**config.mk**
```make
export PLATFORM = sky130hd
export DESIGN_NAME = usb_sync_eop_detector
export DESIGN_NICKNAME = d
export VERILOG_FILES = /design/src/rtl/usb_sync_eop_detector.sv
export SDC_FILE = /design/constraint.sdc
export NUM_CORES = 1
export LEC_CHECK = 0
export BUFFER_PORTS_ARGS = -buffer_cell sky130_fd_sc_hd__buf_4
export CORE_UTILIZATION = 54
export DETAILED_ROUTE_END_ITERATION = 7
export PLACE_DENSITY = 0.86
export SLEW_MARGIN = 15
export SYNTH_ARGS = -nofsm -noshare
export SYNTH_HDL_FRONTEND = slang
export SYNTH_SLANG_ARGS = --single-unit
```
**constraint.sdc**
```tcl
create_clock -name clk -period 2.2 [get_ports clk]
set_input_delay 0.11 -clock clk [delete_from_list [all_inputs] [get_ports clk]]
set_output_delay 0.11 -clock clk [all_outputs]
set_load 0.005 [all_outputs]
```
**src/rtl/usb_sync_eop_detector.sv**
```systemverilog
// usb_sync_eop_detector
//   Receive-framing block for the USB PHY. Hunts for SYNC on the decoded line
//   state (tolerating up to SYNC_TOL lost leading symbols), tracks the packet
//   body until a valid EOP (SE0 run followed by J), flags framing errors,
//   SE1 and babble, and reports the body length in samples.
//
//   Optional build macro: USB_BUS_RESET_DET_EN
//     Defined   : BUS_RESET_SAMPLES consecutive SE0 samples raise bus_reset,
//                 force the FSM to IDLE (rx_error if a packet was in progress);
//                 bus_reset clears on the next J sample.
//     Undefined : bus_reset is tied low.
//
// Ports
//   clk           in   clock
//   reset         in   asynchronous, active-high reset
//   sample_en     in   one-cycle strobe per bit time; line_state used only then
//   line_state    in   2'b00 SE0, 2'b01 J, 2'b10 K, 2'b11 SE1
//   sync_detected out  pulse, SYNC accepted
//   in_packet     out  level, from SYNC accept until EOP or error
//   eop_detected  out  pulse, valid EOP
//   rx_error      out  pulse, framing error / SE1 / babble
//   pkt_bits      out  body samples (excl. SYNC and EOP), held until next SYNC
//   bus_reset     out  level, bus reset detected (optional feature)
module usb_sync_eop_detector #(
  parameter int unsigned SYNC_LEN          = 8,
  parameter int unsigned SYNC_TOL          = 2,
  parameter int unsigned EOP_SE0_MIN       = 2,
  parameter int unsigned MAX_PKT_BITS      = 1024,
  parameter int unsigned CNT_W             = 11,
  parameter int unsigned BUS_RESET_SAMPLES = 2500
) (
  input  logic             clk,
  input  logic             reset,
  input  logic             sample_en,
  input  logic [1:0]       line_state,
  output logic             sync_detected,
  output logic             in_packet,
  output logic             eop_detected,
  output logic             rx_error,
  output logic [CNT_W-1:0] pkt_bits,
  output logic             bus_reset
);

  localparam logic [1:0] LS_SE0 = 2'b00;
  localparam logic [1:0] LS_J   = 2'b01;
  localparam logic [1:0] LS_K   = 2'b10;
  localparam logic [1:0] LS_SE1 = 2'b11;

  localparam int unsigned ALT_W = $clog2(SYNC_LEN + 1);
  localparam int unsigned SE0_W = $clog2(EOP_SE0_MIN + 1);

  localparam logic [ALT_W-1:0] ALT_MAX = ALT_W'(SYNC_LEN);
  localparam logic [ALT_W-1:0] ALT_THR = ALT_W'(SYNC_LEN - 1 - SYNC_TOL);
  localparam logic [SE0_W-1:0] SE0_MIN = SE0_W'(EOP_SE0_MIN);
  localparam logic [CNT_W-1:0] BITS_MAX = CNT_W'(MAX_PKT_BITS);

  typedef enum logic [1:0] {IDLE, HUNT, PACKET, EOP_WAIT} state_t;

  state_t           state, state_n;
  logic [ALT_W-1:0] alt_cnt, alt_n, alt_inc;
  logic             last_k, last_k_n;
  logic [SE0_W-1:0] se0_cnt, se0_n;
  logic [CNT_W-1:0] bits_n;
  logic             sync_n, eop_n, err_n, in_packet_n;
  logic             br_hit;

`ifdef USB_BUS_RESET_DET_EN
  localparam int unsigned BR_W = $clog2(BUS_RESET_SAMPLES + 1);
  localparam logic [BR_W-1:0] BR_MAX = BR_W'(BUS_RESET_SAMPLES);
  localparam logic [BR_W-1:0] BR_HIT = BR_W'(BUS_RESET_SAMPLES - 1);

  logic [BR_W-1:0] br_cnt;

  // Fires once per SE0 run: the counter saturates past the trigger value.
  assign br_hit = sample_en && (line_state == LS_SE0) && (br_cnt == BR_HIT);

  always_ff @(posedge clk or posedge reset) begin
    if (reset) begin
      br_cnt    <= '0;
      bus_reset <= 1'b0;
    end else if (sample_en) begin
      if (line_state == LS_SE0) begin
        if (br_cnt != BR_MAX) br_cnt <= br_cnt + BR_W'(1);
      end else begin
        br_cnt <= '0;
      end
      if (br_hit)                  bus_reset <= 1'b1;
      else if (line_state == LS_J) bus_reset <= 1'b0;
    end
  end
`else
  assign br_hit    = 1'b0;
  assign bus_reset = 1'b0;
`endif

  assign alt_inc = (alt_cnt == ALT_MAX) ? alt_cnt : alt_cnt + ALT_W'(1);

  always_comb begin
    state_n  = state;
    alt_n    = alt_cnt;
    last_k_n = last_k;
    se0_n    = se0_cnt;
    bits_n   = pkt_bits;
    sync_n   = 1'b0;
    eop_n    = 1'b0;
    err_n    = 1'b0;
    if (sample_en) begin
      unique case (state)
        IDLE: begin
          if (line_state == LS_K) begin
            state_n  = HUNT;
            alt_n    = ALT_W'(1);
            last_k_n = 1'b1;
          end
        end
        HUNT: begin
          case (line_state)
            LS_J: begin
              if (last_k) begin
                alt_n    = alt_inc;
                last_k_n = 1'b0;
              end else begin
                state_n = IDLE;
              end
            end
            LS_K: begin
              if (!last_k) begin
                alt_n    = alt_inc;
                last_k_n = 1'b1;
              end else if (alt_cnt >= ALT_THR) begin
                state_n = PACKET;
                sync_n  = 1'b1;
                bits_n  = '0;
                se0_n   = '0;
              end else begin
                // KK too early: treat the second K as the start of a new run.
                alt_n = ALT_W'(1);
              end
            end
            LS_SE0:  state_n = IDLE;
            default: begin
              state_n = IDLE;
              err_n   = 1'b1;
            end
          endcase
        end
        PACKET: begin
          case (line_state)
            LS_SE0: begin
              se0_n = se0_cnt + SE0_W'(1);
              if (se0_n >= SE0_MIN) state_n = EOP_WAIT;
            end
            LS_SE1: begin
              state_n = IDLE;
              err_n   = 1'b1;
            end
            default: begin
              if (se0_cnt != '0 || pkt_bits == BITS_MAX) begin
                // Short SE0 glitch or babble; pkt_bits keeps its saturated value.
                state_n = IDLE;
                err_n   = 1'b1;
              end else begin
                bits_n = pkt_bits + CNT_W'(1);
              end
            end
          endcase
        end
        EOP_WAIT: begin
          case (line_state)
            LS_SE0: state_n = EOP_WAIT;
            LS_J: begin
              state_n = IDLE;
              eop_n   = 1'b1;
            end
            default: begin
              state_n = IDLE;
              err_n   = 1'b1;
            end
          endcase
        end
      endcase
      if (br_hit) begin
        state_n = IDLE;
        sync_n  = 1'b0;
        eop_n   = 1'b0;
        err_n   = (state == PACKET) || (state == EOP_WAIT);
      end
    end
    in_packet_n = (state_n == PACKET) || (state_n == EOP_WAIT);
  end

  always_ff @(posedge clk or posedge reset) begin
    if (reset) begin
      state         <= IDLE;
      alt_cnt       <= '0;
      last_k        <= 1'b0;
      se0_cnt       <= '0;
      pkt_bits      <= '0;
      sync_detected <= 1'b0;
      eop_detected  <= 1'b0;
      rx_error      <= 1'b0;
      in_packet     <= 1'b0;
    end else begin
      state         <= state_n;
      alt_cnt       <= alt_n;
      last_k        <= last_k_n;
      se0_cnt       <= se0_n;
      pkt_bits      <= bits_n;
      sync_detected <= sync_n;
      eop_detected  <= eop_n;
      rx_error      <= err_n;
      in_packet     <= in_packet_n;
    end
  end

endmodule

```
## Word-level counts from Yosys, hierarchy flattened

Cells that the tools add are included.

- Bits in registers: 24
- Logic and storage cells: 94
- Output and inout bits: 16

- Equal/unequal tests: 20
- Multiplexer cells: 46
- Reductions and logical operators: 14
- Order comparisons: 2
- Add/sub/neg operators: 3

Operators with widths:

| cell | number |
|---|---|
| 11-bit two-way mux | 5 |
| 2-bit two-way mux | 12 |
| 11-bit one-hot mux with 2 select lines | 1 |
| 4-bit two-way mux | 5 |
| 4-bit one-hot mux with 2 select lines | 2 |
| 1-bit two-way mux | 13 |
| 2-bit equality test, second input constant | 6 |
| 2-bit != test, second input constant | 6 |
| 2-bit one-hot mux with 2 select lines | 3 |
| 6-bit AND reduction | 2 |
| 11-bit by 1-bit adder with 11-bit output, second input constant | 1 |
| 11-bit equality test, second input constant | 1 |
| 2-bit one-hot mux with 4 select lines | 1 |
| 7-bit AND reduction | 1 |
| 3-bit != test, second input constant | 2 |
| 1-bit one-hot mux with 2 select lines | 3 |
| 2-bit nonzero test | 3 |
| 4-bit by 1-bit adder with 4-bit output, second input constant | 1 |
| 2-bit by 1-bit equality test with 1-bit output, second input constant | 2 |
| 4-bit equality test, second input constant | 1 |
| 4-bit by 3-bit greater-or-equal comparator with 1-bit output, second input constant | 1 |
| 2-bit zero test | 2 |
| 4-bit != test, second input constant | 1 |
| 4-bit AND reduction | 1 |
| 7 further kinds | 9 |

## Logic depth before layout (Yosys ltp)

Gate-level depths: netlist of the first run.

- Depth in word-level cells: 8
- Gate-level depth with buffers: 7
- Gate-level depth less buffers: 7

## Worst setup path after synthesis of the first run

Ideal clock, no wire load.

- Path type: reg2reg
- Start point: register alt_cnt[0]
- End point: register alt_cnt[3]
- Clock period less this slack: 1.845 ns
- Required time: 2.131 ns
- Slack: 0.355 ns
- Cell stages (with the launch flop): 7
- Arrival: 1.776 ns
- Path through: dfrtp_1 -> ha_1 -> nor3b_4 -> nor2_1 -> o22a_4 -> or4b_1 -> nand3_1

- Cells in the longest elaborated chain, start to end: 5
- Elaborated cells between the ends (all ways): 10

RTL lines:

| element | RTL line | RTL |
|---|---|---|
| start: declaration | 60 | `logic [ALT_W-1:0] alt_cnt, alt_n, alt_inc;` |
| start signal: assignment | 205 | `alt_cnt <= alt_n;` |
| 4-bit by 1-bit adder with 4-bit output or 4-bit equality test (tied branches) | 96 | `assign alt_inc = (alt_cnt == ALT_MAX) ? alt_cnt : alt_cnt + ALT_W'(1);` |
| 4-bit two-way mux | 96 |  |
| 4-bit two-way mux, on equally long branches | 127, 119 |  |
| 4-bit one-hot mux with 2 select lines | 117 | `case (line_state)` |
| 4-bit one-hot mux with 2 select lines | 108 | `unique case (state)` |

Several ways; a longest one is shown, not always the timed one. The select of a mux whose other input is x is not followed.
A chain may end at the register's enable or synchronous reset.

## Worst setup path after layout of the first run

Same ends and word-level chain as after synthesis.

==> reports/summary.json, run 1 <==
{
  "worstPathCellList": "inv_1, ha_1, nor3b_4, nor2_1, o22a_4, or4b_1, nand3_1",
  "postSynth.topFlopCell": "dfrtp_1",
  "setup_viol_count_final": 0,
  "clock_sink_count": 24,
  "report.power.total_w": 0.00134,
  "initial_core_util_pct": 56.4,
  "synth_compound_gate_area_share_pct": 15.5,
  "hold_path.class": "in2reg",
  "cts_root_buf": "clkbuf_4",
  "clock_path_buffers": 2,
  "gate_count_after_technology_mapping": 168,
  "clock_skew_ns": 0.0192,
  "grt.total_usage_pct": 22.4,
  "antenna_diode_instance_count": 0,
  "area_delta_synth_final_pct": 14.6,
  "drc": 0,
  "die-area_sq_mm": 0.00307,
  "power_density_mw_per_mm2": 760,
  "slowest_delay_ns": 0.49,
  "worst_skew_pair.late_latency_ns": 0.33,
  "area_fraction_in_and_or_nand_and_nor_cells_after_synthesis_pct": 26.6,
  "outcome": "finished clean",
  "tritoncts": "done",
  "synth_edf_count": 0,
  "crit_path_class": "reg2reg",
  "worst_ir_drop_vdd_uv": 689,
  "port_buffers": 19,
  "critical_path_rt_ns": 2.46,
  "timing.rr.start": "alt_cnt[0]",
  "timing.final.max_slew_violations": 0,
  "final_hold_viols": 0,
  "synth_adder_area_share_pct": 8.93,
  "routed_wirelength_microns": 3260,
  "grt_first_pass_wirelength_microns": 5460,
  "height_of_the_die_microns": 55.4,
  "critical-path-top-delay-family": "simple AND/OR/NAND/NOR gates",
  "crit_path_start": "alt_cnt[0]",
  "route.detailed.wl_per_inst_microns": 14.8,
  "maxCapViolations": 0,
  "yosys-mux-area-fraction_pct": 0.731,
  "via_count": 1348,
  "worst_setup_path_end_kind": "flop",
  "place_congestion": 0.900,
  "placement_rows": 19,
  "finalCritPeriodShare_pct": 90.5,
  "netlist-cell-type-count": 47,
  "dominant_combinational_cell_family_by_area_after_synthesis": "simple AND/OR/NAND/NOR gates",
  "detail_route.first_pass.iterations": 4,
  "drt-vias-per-instance": 6.13,
  "avgSynthCellArea_sq_um": 9.18,
  "cts_setup_buffers": 0,
  "die_x_microns": 55.4,
  "critPathBufInv": 1,
  "asr_flop_ratio_synth_pct": 100,
  "xor_xnor_share_of_the_synthesized_area_pct": 3.41,
  "slew_headroom_pct": 40.7,
  "first_global_vias": 1251,
  "synth.ff_latch_count": 24,
  "tightest_slew_ns": 0.889,
  "final_layout_size_suffix_gt1_share_pct": 16.9,
  "synth.yosys.warnings": 0,
  "syn_nets": 184,
  "cellLeakagePower_nw": 0.823,
  "synth-seq-area-share_pct": 39.0,
  "synth.largest_area_cell": "dfrtp_1",
  "placeableCoreArea_sq_mm": 0.00273,
  "detailed_router_s_first_iteration_violation_count": 55,
  "max_clock_freq_mhz": 502,
  "number_of_i_o_pins": 21,
  "grt_antenna_before_repair": 0,
  "cts-buffers-inserted": 3,
  "finalSetupTns_ns": 0,
  "setup.worst_path.start_class": "flop",
  "synth_top_area_share_pct": 39.0,
  "critPathArrivalTime_ns": 2.25,
  "grt-ovfl-total": 0,
  "synth.cell_area_sq_mm": 0.00154,
  "post_cts_gate_resize_count": 0,
  "hold_path.startpoint": "sample_en",
  "maximum_number_of_pins_on_one_net_before_global_route_repair": 25,
  "layout_min_cycle_time_ns": 1.99,
  "rsz0062_at_grt": "no",
  "critPathMaxFanout": 8,
  "clk_pin_slew_ns": 0.15,
  "place_hpwl_microns": 2400,
  "cts-htree-levels": 1,
  "critical_path.slowest_cell": "or4b_1",
  "ys_top_cells_by_area": "dfrtp_1, ha_1, o21ai_0",
  "antenna_violating_nets_post_route": 0,
  "final_nets": 206
}
-- layout by cell type (no fill, tap or decap), types with 3 or more instances in the layout --
cell	count
nand3_1	12
ha_1	11
and4_1	3
a21oi_1	4
dfrtp_1	24
inv_1	14
clkbuf_4	3
a31oi_1	3
buf_4	21
nand2b_1	4
nor2_1	14
o21ai_0	13
nand2_1	17
xor2_1	4
-- sequential cells by signal, indices dropped and copies added (netlist names) --
name           cells
eop_detected       1
in_packet          1
last_k             1
state              2
sync_detected      1
pkt_bits          11
rx_error           1
alt_cnt            4
se0_cnt            2
-- kinds of logic after synthesis --
group,after synthesis
adder cells (fa/ha/maj),11
other,1
flip-flops,24
AO/OA/AOI/OAI,35
XOR/XNOR,6
buffers and inverters,19
AND/OR/NAND/NOR,71
multiplexers,1
-- Yosys cell counts (2+ instances only) --
master / instances
dfrtp_1: 24
xor2_1: 4
xnor2_1: 2
clkbuf_1: 2
o211ai_1: 2
nor3_1: 2
a31oi_1: 3
nand2b_1: 4
o21ai_0: 13
buf_4: 2
nor2b_1: 2
nand3_1: 12
and4_1: 3
ha_1: 11
a21oi_1: 4
nand3b_1: 2
nand2_1: 17
inv_1: 14
nor2_1: 14
o41ai_1: 2
nor4_1: 2
nand4b_1: 2
-- worst paths after layout --
path                       depth (start not counted)          end  slack [ns]
max in group asynchronous                          3  pkt_bits[8]        1.13
hold reg to reg                                    1   se0_cnt[0]        0.50
setup reg to reg                                   7   alt_cnt[3]        0.21
hold / removal                                     3   se0_cnt[0]        0.10
setup / recovery                                   7   alt_cnt[3]        0.21
min in group asynchronous                          3       last_k        0.51
-- metal layers --
layer | vias to the layer above | part of all wire [%] | global-route usage, % | wire length [microns]
met4 | 0 | 1.2 | 5.71 | 40
met2 | 44 | 52 | 39.2 | 1700
met3 | 6 | 4.2 | 4.92 | 138
li1 | 631 | - | - | -
met1 | 667 | 42 | 27.8 | 1380
met5 | - | 0 | 0 | 0
-- power by group --
part / total (W) / internal [W] / switching (W)
clock network: 0.000326 / 0.000185 / 0.000142
registers: 0.000620 / 0.000509 / 0.000112
logic: 0.000397 / 0.000189 / 0.000207
total: 0.00134 / 0.000883 / 0.000461
-- area by class of cell --
type | instances | area [sq um]
multi-input cells | 125 | 855
fillers | 209 | 967
clock buffers | 3 | 22.5
repair buffers | 22 | 168
clock inverters | 1 | 30.0
flip-flops and latches | 24 | 601
well taps | 31 | 38.8
inverters | 14 | 52.6
-- metrics by stage --
step	std cells	util [%]	worst slack (ns)	instance area [sq um]	hold slack, ns
floorplan	168	-	0.355	1540	0.125
global placement	215	62.3	0.311	1700	0.351
detailed placement	215	62.3	0.237	1700	0.367
CTS	220	64.6	0.211	1770	0.0952
global route	220	64.6	0.122	1770	0.111
finish	220	64.6	0.209	1770	0.104
-- timing repair --
item                                    4_1_cts  5_1_grt
hold buffers                                  1        0
endpoints found under the setup margin        0        0
hold endpoints to repair                     14        0
-- tightest hold or removal path, delay by kind of cell --
family          cells  cell delay [ns]
compound gates      1             0.06
simple gates        1             0.07
buf+inv             1             0.18
Note: power is estimated with default switching activity, not from simulation.
==> inputs of run 2 (changes only) <==
==> constraint.sdc (replaced) <==
create_clock -name clk -period 2.3 [get_ports clk]
set_input_delay 0.115 -clock clk [delete_from_list [all_inputs] [get_ports clk]]
set_output_delay 0.115 -clock clk [all_outputs]
set_load 0.005 [all_outputs]
==> run 2 against run 1 <==
Effect of this change: the flow now finishes with violations (hold timing); final cell count down 1.4%; non-clock buffer count down 2; total power down 14%; critical path type unchanged; clock power down 43%; count of clock-buffer cells in the layout unchanged; register-to-register slack better by 0.04 ns; via count down 4.7%; first-iteration DRC count down 42%; critical path depth unchanged.
==> reports/summary.json, run 2 (synthesis results as in run 1) <==
{
  "outcome": {"value": "finished, violations left", "change": "was finished clean"},
  "violations": "hold timing",
  "cts_setup_buffers": {"value": 0, "change": "unchanged"},
  "route.detailed.wl_per_inst": {"value": 15.2, "unit": "microns", "change": "was 14.8 microns"},
  "fillers": {"value": 228, "change": "was 209"},
  "number_of_i_o_pins": {"value": 21, "change": "unchanged"},
  "numPlacedInstances": {"value": 214, "change": "was 215"},
  "placeableCoreArea": {"value": 0.00273, "unit": "sq mm", "change": "unchanged"},
  "cts_root_buf": {"value": "clkbuf_4", "change": "unchanged"},
  "max_clock_freq": {"value": 487, "unit": "MHz", "change": "was 502 MHz"},
  "area_delta_synth_final": {"value": 11.5, "unit": "%", "change": "was 14.6%"},
  "antenna_diode_instance_count": {"value": 0, "change": "unchanged"},
  "hold_path.class": {"value": "in2async", "change": "was in2reg"},
  "setup.worst_path.start_class": {"value": "flop", "change": "unchanged"},
  "final_layout_size_suffix_gt1_share": {"value": 16.1, "unit": "%", "change": "was 16.9%"},
  "die-area": {"value": 0.00307, "unit": "sq mm", "change": "unchanged"},
  "worst_setup_path_end_kind": {"value": "flop", "change": "unchanged"},
  "setup_viol_count_final": {"value": 0, "change": "unchanged"},
  "layout_setup_ws": {"value": 0.249, "unit": "ns", "change": "was 0.209 ns"},
  "antenna_violating_nets_post_route": {"value": 0, "change": "unchanged"},
  "slew_headroom": {"value": 38.9, "unit": "%", "change": "was 40.7%"},
  "pre_cts_slack": {"value": 0.294, "unit": "ns", "change": "was 0.237 ns"},
  "cts-hold-fix-buffers": {"value": 0, "change": "was 1"},
  "final_nets": {"value": 204, "change": "was 206"},
  "worst_ir_drop_vdd": {"value": 543, "unit": "uV", "change": "was 689 uV"},
  "via_count": {"value": 1284, "change": "was 1348"},
  "die_x": {"value": 55.4, "unit": "microns", "change": "unchanged"},
  "critPathMaxFanout": {"value": 8, "change": "unchanged"},
  "crit_path_start": {"value": "alt_cnt[0]", "change": "unchanged"},
  "initial_core_util": {"value": 56.4, "unit": "%", "change": "unchanged"},
  "detailed_router_s_first_iteration_violation_count": {"value": 32, "change": "was 55"},
  "largest_reg_flops": {"value": 11, "change": "unchanged"},
  "final_hold_viols": {"value": 24, "change": "was 0"},
  "multi_input_comb_area": {"value": 855, "unit": "sq um", "change": "unchanged"},
  "smallest_hold_slack": {"value": -0.0167, "unit": "ns", "change": "was 0.104 ns"},
  "routed_wirelength": {"value": 3300, "unit": "microns", "change": "was 3260 microns"},
  "timing.rr.start": {"value": "alt_cnt[0]", "change": "unchanged"},
  "tightest_slew": {"value": 0.916, "unit": "ns", "change": "was 0.889 ns"},
  "grt.total_usage": {"value": 22.2, "unit": "%", "change": "was 22.4%"},
  "power.internal": {"value": 0.000726, "unit": "W", "change": "was 0.000883 W"},
  "maxCapViolations": {"value": 0, "change": "unchanged"},
  "total_area_of_sequential_cells": {"value": 601, "unit": "sq um", "change": "unchanged"},
  "crit_path_class": {"value": "reg2reg", "change": "unchanged"},
  "grt_first_pass_wirelength": {"value": 5350, "unit": "microns", "change": "was 5460 microns"},
  "drt-vias-per-instance": {"value": 5.92, "change": "was 6.13"},
  "tritoncts": {"value": "done", "change": "unchanged"},
  "grt-ovfl-total": {"value": 0, "change": "unchanged"},
  "clock_sink_count": {"value": 24, "change": "unchanged"},
  "maximum_number_of_pins_on_one_net_before_global_route_repair": {"value": 25, "change": "unchanged"},
  "largest_registers_in_the_final_layout": {"value": "pkt_bits x11, alt_cnt x4", "change": "unchanged"},
  "worst_skew_pair.late_latency": {"value": 0.32, "unit": "ns", "change": "was 0.33 ns"},
  "final_non_filler_cell_total": {"value": 217, "change": "was 220"},
  "post_cts_gate_resize_count": {"value": 0, "change": "unchanged"},
  "rsz0062_at_grt": {"value": "no", "change": "unchanged"},
  "worstPathCellList": {"value": "inv_1, ha_1, nor3b_4, nor2_1, o22a_4, or4b_1, nand3_1", "change": "unchanged"},
  "height_of_the_die": {"value": 55.4, "unit": "microns", "change": "unchanged"},
  "slowest_delay": {"value": 0.51, "unit": "ns", "change": "was 0.49 ns"},
  "pwr-share-clk": {"value": 16.0, "unit": "%", "change": "was 24.3%"},
  "cts-htree-levels": {"value": 1, "change": "unchanged"},
  "final_cell_area": {"value": 0.00172, "unit": "sq mm", "change": "was 0.00177 sq mm"},
  "placement_rows": {"value": 19, "change": "unchanged"},
  "critPathArrivalTime": {"value": 2.31, "unit": "ns", "change": "was 2.25 ns"},
  "setup.reg_to_reg.worst_slack": {"value": 0.25, "unit": "ns", "change": "was 0.21 ns"},
  "drc": {"value": 0, "change": "unchanged"},
  "detail_route.first_pass.iterations": {"value": 4, "change": "unchanged"},
  "p_seq_share": {"value": 51.5, "unit": "%", "change": "was 46.2%"},
  "finalCritPeriodShare": {"value": 89.2, "unit": "%", "change": "was 90.5%"},
  "critical_path.slowest_cell": {"value": "or4b_1", "change": "unchanged"},
  "critical_path_rt": {"value": 2.56, "unit": "ns", "change": "was 2.46 ns"},
  "max_flop_register": {"value": "pkt_bits", "change": "unchanged"},
  "cellLeakagePower": {"value": 0.801, "unit": "nW", "change": "was 0.823 nW"},
  "place_hpwl": {"value": 2460, "unit": "microns", "change": "was 2400 microns"},
  "sw_frac_of_total": {"value": 37.3, "unit": "%", "change": "was 34.3%"},
  "postPlaceCellArea": {"value": 0.00170, "unit": "sq mm", "change": "about the same"},
  "report.power.total": {"value": 0.00116, "unit": "W", "change": "was 0.00134 W"},
  "port_buffers": {"value": 19, "change": "unchanged"},
  "power_density": {"value": 673, "unit": "mW/mm^2", "change": "was 760 mW/mm^2"},
  "p_switching": {"value": 0.000432, "unit": "W", "change": "was 0.000461 W"},
  "layout_min_cycle_time": {"value": 2.05, "unit": "ns", "change": "was 1.99 ns"},
  "first_global_vias": {"value": 1241, "change": "was 1251"},
  "finalSetupTns": {"value": 0, "unit": "ns", "change": "unchanged"},
  "place_congestion": {"value": 0.897, "change": "was 0.900"},
  "timing.final.max_slew_violations": {"value": 0, "change": "unchanged"},
  "clk_pin_slew": {"value": 0.13, "unit": "ns", "change": "was 0.15 ns"},
  "grt_antenna_before_repair": {"value": 0, "change": "unchanged"},
  "mostFrequentLayoutCells": {"value": "dfrtp_1, buf_4, nand2_1, inv_1, nor2_1", "change": "unchanged"},
  "mostFrequentLayoutCell": {"value": "dfrtp_1", "change": "unchanged"},
  "cts-buffers-inserted": {"value": 3, "change": "unchanged"},
  "combinationalPowerShare": {"value": 32.5, "unit": "%", "change": "was 29.5%"},
  "clock_skew": {"value": 0.00947, "unit": "ns", "change": "was 0.0192 ns"},
  "clock_path_buffers": {"value": 2, "change": "unchanged"}
}
[run 2: cell count changes in the layout (fill, tap and decap cells not counted)]
cell and change:
bufinv_16 -1, dlygate4sd3_1 -1, buf_4 -1
[run 2: path summary, 6_finish.rpt]
path / to / depth (start not counted)
setup / recovery: alt_cnt[3] / 7
hold / removal: last_k / 2
setup reg to reg: alt_cnt[3] / 7
hold reg to reg: se0_cnt[0] / 1
max in group asynchronous: pkt_bits[0] / 2
min in group clk: se0_cnt[0] / 3
[run 2: critical path: cells and delay by family, from the launching register on]
kind / cells / cell delay, ns
compound gates: 1 / 0.23
fa+ha+maj: 1 / 0.18
buf+inv: 1 / 0.11
flops: 1 / 0.47
simple gates: 4 / 1.01
[run 2: through the flow]
step	util [%]	hold WS, ns
floorplan	-	0.130
global placement	62.1	0.353
detailed placement	62.1	0.377
CTS	62.9	0.0188
global route	62.9	0.0692
finish	62.9	-0.0167
[run 2: power groups by stage]
stage / Combinational, W / Sequential (W) / Clock [W]
after floorplan: 0.000285 / 0.000572 / 0
after global placement: 0.000348 / 0.000592 / 0
after detailed placement: 0.000376 / 0.000600 / 0
after CTS: 0.000378 / 0.000592 / 0.000194
after global routing: 0.000423 / 0.000609 / 0.000204
final: 0.000376 / 0.000596 / 0.000185
[run 2: layout make-up]
class / count / area share [%]
clock buffer: 3 / 1.31
inverter: 14 / 3.06
multi-input combinational: 125 / 49.7
sequential: 24 / 34.9
tap: 31 / 2.26
timing repair buffer: 20 / 8.73
[run 2: per-layer routing]
layer | global-route usage [%] | part of all wire (%) | wire (microns) | vias up
li1 | - | - | - | 632
met1 | 27.2 | 44 | 1450 | 610
met2 | 38.4 | 50 | 1640 | 38
met3 | 5.85 | 5.0 | 166 | 4
met4 | 6.43 | 1.3 | 43 | 0
met5 | 0 | 0 | 0 | -
